**src/rtl/cnt_diff_decoder.sv**
```systemverilog
// Decodes {msb, lsb} split-counter samples into elapsed counts since the previous sample.
// Optional saturating reject counter on err_cnt_o when CNT_DIFF_ERR_CNT_EN is defined.
module cnt_diff_decoder #(
    parameter int LSB_W       = 12,
    parameter int MSB_W       = 3,
    parameter int LSB_CNT_MAX = 3563,
    parameter int DIFF_W      = LSB_W + MSB_W
) (
    input  logic              clk_i,
    input  logic              rst_n_i,
    input  logic              clear_i,
    input  logic              in_valid_i,
    output logic              in_ready_o,
    input  logic [LSB_W-1:0]  lsb_cnt_i,
    input  logic [MSB_W-1:0]  msb_cnt_i,
    output logic              out_valid_o,
    input  logic              out_ready_i,
    output logic [DIFF_W-1:0] diff_o,
`ifdef CNT_DIFF_ERR_CNT_EN
    output logic [7:0]        err_cnt_o,
`endif
    output logic              lsb_cnt_err_o
);

    localparam int PW = DIFF_W + 1;
    localparam int P  = LSB_CNT_MAX + 1;
    localparam logic [PW-1:0] LP_P     = PW'(P);
    localparam logic [PW-1:0] LP_TOTAL = PW'(P * (2 ** MSB_W));

    typedef enum logic {
        ST_FIRST,
        ST_TRACK
    } state_t;

    state_t r_state;
    state_t w_state_nxt;

    logic [LSB_W-1:0]  r_prev_lsb;
    logic [MSB_W-1:0]  r_prev_msb;
    logic              r_out_valid;
    logic [DIFF_W-1:0] r_diff;
    logic              r_err;

    logic              w_acc;
    logic              w_legal;
    logic [PW-1:0]     w_new_pos;
    logic [PW-1:0]     w_prev_pos;
    logic [PW-1:0]     w_fwd;
    logic [PW-1:0]     w_wrap;
    logic [DIFF_W-1:0] w_diff;
    logic              w_load_prev;
    logic              w_load_diff;
    logic              w_ov_nxt;

    assign in_ready_o    = !r_out_valid | out_ready_i;
    assign w_acc         = in_valid_i & in_ready_o;
    assign w_legal       = (lsb_cnt_i <= LSB_W'(LSB_CNT_MAX));
    assign out_valid_o   = r_out_valid;
    assign diff_o        = r_diff;
    assign lsb_cnt_err_o = r_err;

    // Linear positions carry one spare bit so the wrap sum cannot overflow.
    assign w_new_pos  = PW'(msb_cnt_i) * LP_P + PW'(lsb_cnt_i);
    assign w_prev_pos = PW'(r_prev_msb) * LP_P + PW'(r_prev_lsb);
    assign w_fwd      = w_new_pos - w_prev_pos;
    assign w_wrap     = w_new_pos + LP_TOTAL - w_prev_pos;
    assign w_diff     = DIFF_W'((w_new_pos >= w_prev_pos) ? w_fwd : w_wrap);

    always_ff @(posedge clk_i or negedge rst_n_i) begin
        if (!rst_n_i) begin
            r_state <= ST_FIRST;
        end else begin
            r_state <= w_state_nxt;
        end
    end

    always_comb begin
        w_state_nxt = r_state;
        if (clear_i) begin
            w_state_nxt = ST_FIRST;
        end else if (w_acc && w_legal) begin
            w_state_nxt = ST_TRACK;
        end
    end

    always_comb begin
        w_load_prev = 1'b0;
        w_load_diff = 1'b0;
        w_ov_nxt    = r_out_valid;
        if (clear_i) begin
            w_ov_nxt = 1'b0;
        end else if (w_acc) begin
            w_load_prev = w_legal;
            w_load_diff = w_legal && (r_state == ST_TRACK);
            w_ov_nxt    = w_load_diff;
        end else if (out_ready_i) begin
            w_ov_nxt = 1'b0;
        end
    end

    always_ff @(posedge clk_i or negedge rst_n_i) begin
        if (!rst_n_i) begin
            r_prev_lsb  <= '0;
            r_prev_msb  <= '0;
            r_out_valid <= 1'b0;
            r_diff      <= '0;
            r_err       <= 1'b0;
        end else begin
            r_out_valid <= w_ov_nxt;
            r_err       <= w_acc & !w_legal;
            if (w_load_prev) begin
                r_prev_lsb <= lsb_cnt_i;
                r_prev_msb <= msb_cnt_i;
            end
            if (w_load_diff) begin
                r_diff <= w_diff;
            end
        end
    end

`ifdef CNT_DIFF_ERR_CNT_EN
    logic [7:0] r_err_cnt;

    assign err_cnt_o = r_err_cnt;

    always_ff @(posedge clk_i or negedge rst_n_i) begin
        if (!rst_n_i) begin
            r_err_cnt <= '0;
        end else if (clear_i) begin
            r_err_cnt <= '0;
        end else if (w_acc && !w_legal && (r_err_cnt != 8'hFF)) begin
            r_err_cnt <= r_err_cnt + 8'd1;
        end
    end
`endif

endmodule

```
**config.mk**
```make
export PLATFORM = sky130hd
export DESIGN_NAME = cnt_diff_decoder
export DESIGN_NICKNAME = d
export VERILOG_FILES = /design/src/rtl/cnt_diff_decoder.sv
export SDC_FILE = /design/constraint.sdc
export NUM_CORES = 1
export LEC_CHECK = 0
export BUFFER_PORTS_ARGS = -buffer_cell sky130_fd_sc_hd__buf_2
export CAP_MARGIN = 20
export CORE_MARGIN = 2
export CORE_UTILIZATION = 40
export CTS_CLUSTER_DIAMETER = 40
export CTS_CLUSTER_SIZE = 12
export DETAILED_ROUTE_END_ITERATION = 12
export GPL_TIMING_DRIVEN = 0
export MAX_ROUTING_LAYER = met4
export PLACE_DENSITY = 0.59
export SKIP_CTS_REPAIR_TIMING = 1
export SYNTH_ARGS = -nofsm -noshare
export SYNTH_HDL_FRONTEND = slang
export SYNTH_SLANG_ARGS = --single-unit
```
**constraint.sdc**
```tcl
create_clock -name clk_i -period 7.35 [get_ports clk_i]
set_input_delay 0.735 -clock clk_i [delete_from_list [all_inputs] [get_ports clk_i]]
set_output_delay 0.735 -clock clk_i [all_outputs]
set_load 0.005 [all_outputs]
```
==> results.json <==
{
  "status": "finished, final reports clean",
  "cts.path.max_buffers": 2,
  "drive_gt1_share_pct": 11.56,
  "min_period_ns": 5.664,
  "ys_types": 61,
  "finalHoldViolations": 0,
  "vias": 4120,
  "crit_family": "adder cells",
  "synth_edf_count": 0,
  "syn_nets": 708,
  "syn_area_per_cell_um2": 8.216,
  "first_pass_iters": 4,
  "clk_pin_slew_ns": 0.06,
  "arrival_ns": 5.81,
  "die_y_um": 114.6,
  "r2r-start": "r_prev_msb[1]",
  "grt_overflow": 0,
  "final_common_cell": "ha_1",
  "synthArstFlopShare_pct": 100.0,
  "die_w_um": 114.6,
  "holdCritPathClass": "flip-flop to flip-flop",
  "viasPerCell": 5.235,
  "netlist_area_mm2": 0.004888,
  "cts_root_buf": "clkbuf_16",
  "worstHoldEndpoint": "diff_o[0]",
  "grt_use_total_pct": 20.25,
  "boundaryPins": 38,
  "grt_max_degree": 34,
  "r2r_setup_slack_ns": 1.74,
  "insertion_delay_ns": 0.28,
  "die_area_mm2": 0.01312,
  "relSlewSlack_pct": 44.98,
  "cpMaxStageDelayCell": "fa_1",
  "hpwl_um": 10140,
  "grt_pass1_vias": 4186,
  "netlist_instances": 595,
  "synth_flop_cell": "dfrtp_1",
  "r2r-end": "diff_o[11]",
  "synth-seq-cells": 33,
  "antenna_found_initial": 0,
  "gp_congestion": 0.8647,
  "io_buffers": 37,
  "tightest_slew_ns": 0.8254,
  "hold_start": "diff_o[0]",
  "cts_buffers": 5,
  "cp.depth": 25,
  "max_cap_violations": 0,
  "nets": 752,
  "crit_fanout": 10,
  "critPathBufInv": 8,
  "yosysWarnings": 0,
  "rows": 40,
  "ant_nets": 0,
  "critPathCaptureType": "flip-flop",
  "tns_ns": 0,
  "crit_type": "primary input to flip-flop",
  "critPathRequiredTime_ns": 7.50,
  "cts_tree": "built",
  "coreArea_mm2": 0.01196,
  "clock-sinks": 33,
  "drt_iter0_markers": 179,
  "crit_path_frequent_cell": "inv_1",
  "grt_setup_unrepaired": "false",
  "start_util_pct": 40.87,
  "fin_crit_sh_pct": 77.07,
  "final_max_slew_viol_count": 0,
  "clock-skew-final_ns": 0.006896,
  "drc": 0,
  "diodes": 0,
  "htreeDepth": 2,
  "wire_per_inst_um": 15.18,
  "max_freq_mhz": 176.5,
  "nFillCells": 1195,
  "setup_viol": 0,
  "hold_depth": 2,
  "final_cell_mix": "ha_1, nand2_1, inv_1",
  "startpoint_type": "primary input",
  "grt_pass1_wl_um": 20470,
  "critPathMaxStageDelay_ns": 0.55,
  "reg2regPathDepth": 24,
  "routed_wirelength_um": 11950,
  "ys_seq_area_share_pct": 16.89,
  "area_delta_synth_final_pct": 10.78
}
metal layers:
layer / track usage [%] / vias to the layer above / part of all wire [%]
met4: 5.610 / 0 / 1.8
met2: 35.46 / 69 / 50
li1: - / 2119 / -
met5: - / - / 0
met1: 24.55 / 1914 / 46
met3: 2.382 / 18 / 2.8
stage by stage:
step	instance area, um^2	instances	utilization [%]	hold slack, ns	setup WS (ns)
finish	5415	787	45.27	0.4707	1.686
global route	5415	787	45.27	0.5026	1.164
CTS	5415	787	45.27	0.4796	1.627
detailed placement	5258	779	43.95	0.4655	1.357
global placement	5258	779	43.95	0.4572	1.441
floorplan	4888	595	-	0.4394	2.304
worst register-to-register path, cell delays in order (launching register included):
cell and delay [ns]:
dfrtp_1 0.52, inv_1 0.14, ha_1 0.31, inv_1 0.08
ha_1 0.27, inv_1 0.11, fa_1 0.47, nor2b_4 0.17
o21ai_0 0.09, a21oi_1 0.22, ha_1 0.34, o21a_1 0.16
o21ai_1 0.17, nand2b_1 0.08, a21oi_1 0.24, xor2_1 0.11
ha_1 0.41, nand4_1 0.12, nor4_1 0.44, o2111a_1 0.25
a21o_1 0.27, buf_2 0.28, nand2_1 0.07, o21ai_1 0.08
o21ai_1 0.06
synth_stat cells, types with 3 or more instances:
cell type  number  area, um^2
a211oi_2        6       75.07
a21o_1          7       52.55
a21oi_1        43       215.2
a31oi_1         7       43.79
and2b_1         3       22.52
and3_1          3       18.77
clkbuf_1        8       30.03
dfrtp_1        33       825.8
fa_1           16       320.3
ha_1           77       963.4
inv_1          67       251.5
mux2i_1         4       40.04
nand2_1        69       259.0
nand2b_1        9       56.30
nand3_1         8       40.04
nand4_1         7       43.79
nor2_1         36       135.1
nor2b_1         5       31.28
nor3_1         12       60.06
nor3b_1         4       30.03
o211ai_1        3       22.52
o21a_1          8       60.06
o21ai_0        22       110.1
o21ai_1        21       105.1
o21bai_1        7       52.55
o31a_1          4       35.03
or2_2           3       18.77
xnor2_1        39       341.6
xor2_1         20       175.2
how the worst max path moves through the flow:
stage	startpoint	slack [ns]	end
after detailed placement	msb_cnt_i[1]	1.36	diff_o[11]
after floorplan	msb_cnt_i[1]	2.30	diff_o[14]
final	msb_cnt_i[1]	1.69	diff_o[11]
after global routing	msb_cnt_i[1]	1.16	diff_o[11]
after CTS	msb_cnt_i[1]	1.63	diff_o[11]
after global placement	msb_cnt_i[1]	1.44	diff_o[11]
cell type report:
type | instances | area (um^2) | area share (%)
Buffer | 13 | 70.07 | 1.294
Clock buffer | 7 | 152.6 | 2.819
Clock inverter | 1 | 5.005 | 0.09242
Inverter | 67 | 251.5 | 4.644
Multi-Input combinational cell | 482 | 3741 | 69.09
Sequential cell | 33 | 825.8 | 15.25
Tap cell | 147 | 183.9 | 3.396
Timing Repair Buffer | 37 | 185.2 | 3.420
state kept, by name (all words and copies together), names as in the netlist:
name,cells
r_state,1
r_prev_lsb,12
lsb_cnt_err_o,1
r_prev_msb,3
out_valid_o,1
diff_o,15
cell families (layout without fill, tap and decap cells):
logic type | Yosys count | count (layout) | share of synthesized area (%)
AO/OA/AOI/OAI | 150 | 150 | 20.71
XOR/XNOR | 62 | 62 | 11.57
adder cells (fa/ha/maj) | 95 | 95 | 26.67
buffers and inverters | 80 | 125 | 6.578
flip-flops | 33 | 33 | 16.89
multiplexers | 4 | 4 | 0.8191
AND/OR/NAND/NOR | 171 | 171 | 16.77
Power is not shown: default switching activity piles up to over one toggle a cycle in this logic, so the estimate is an artifact.
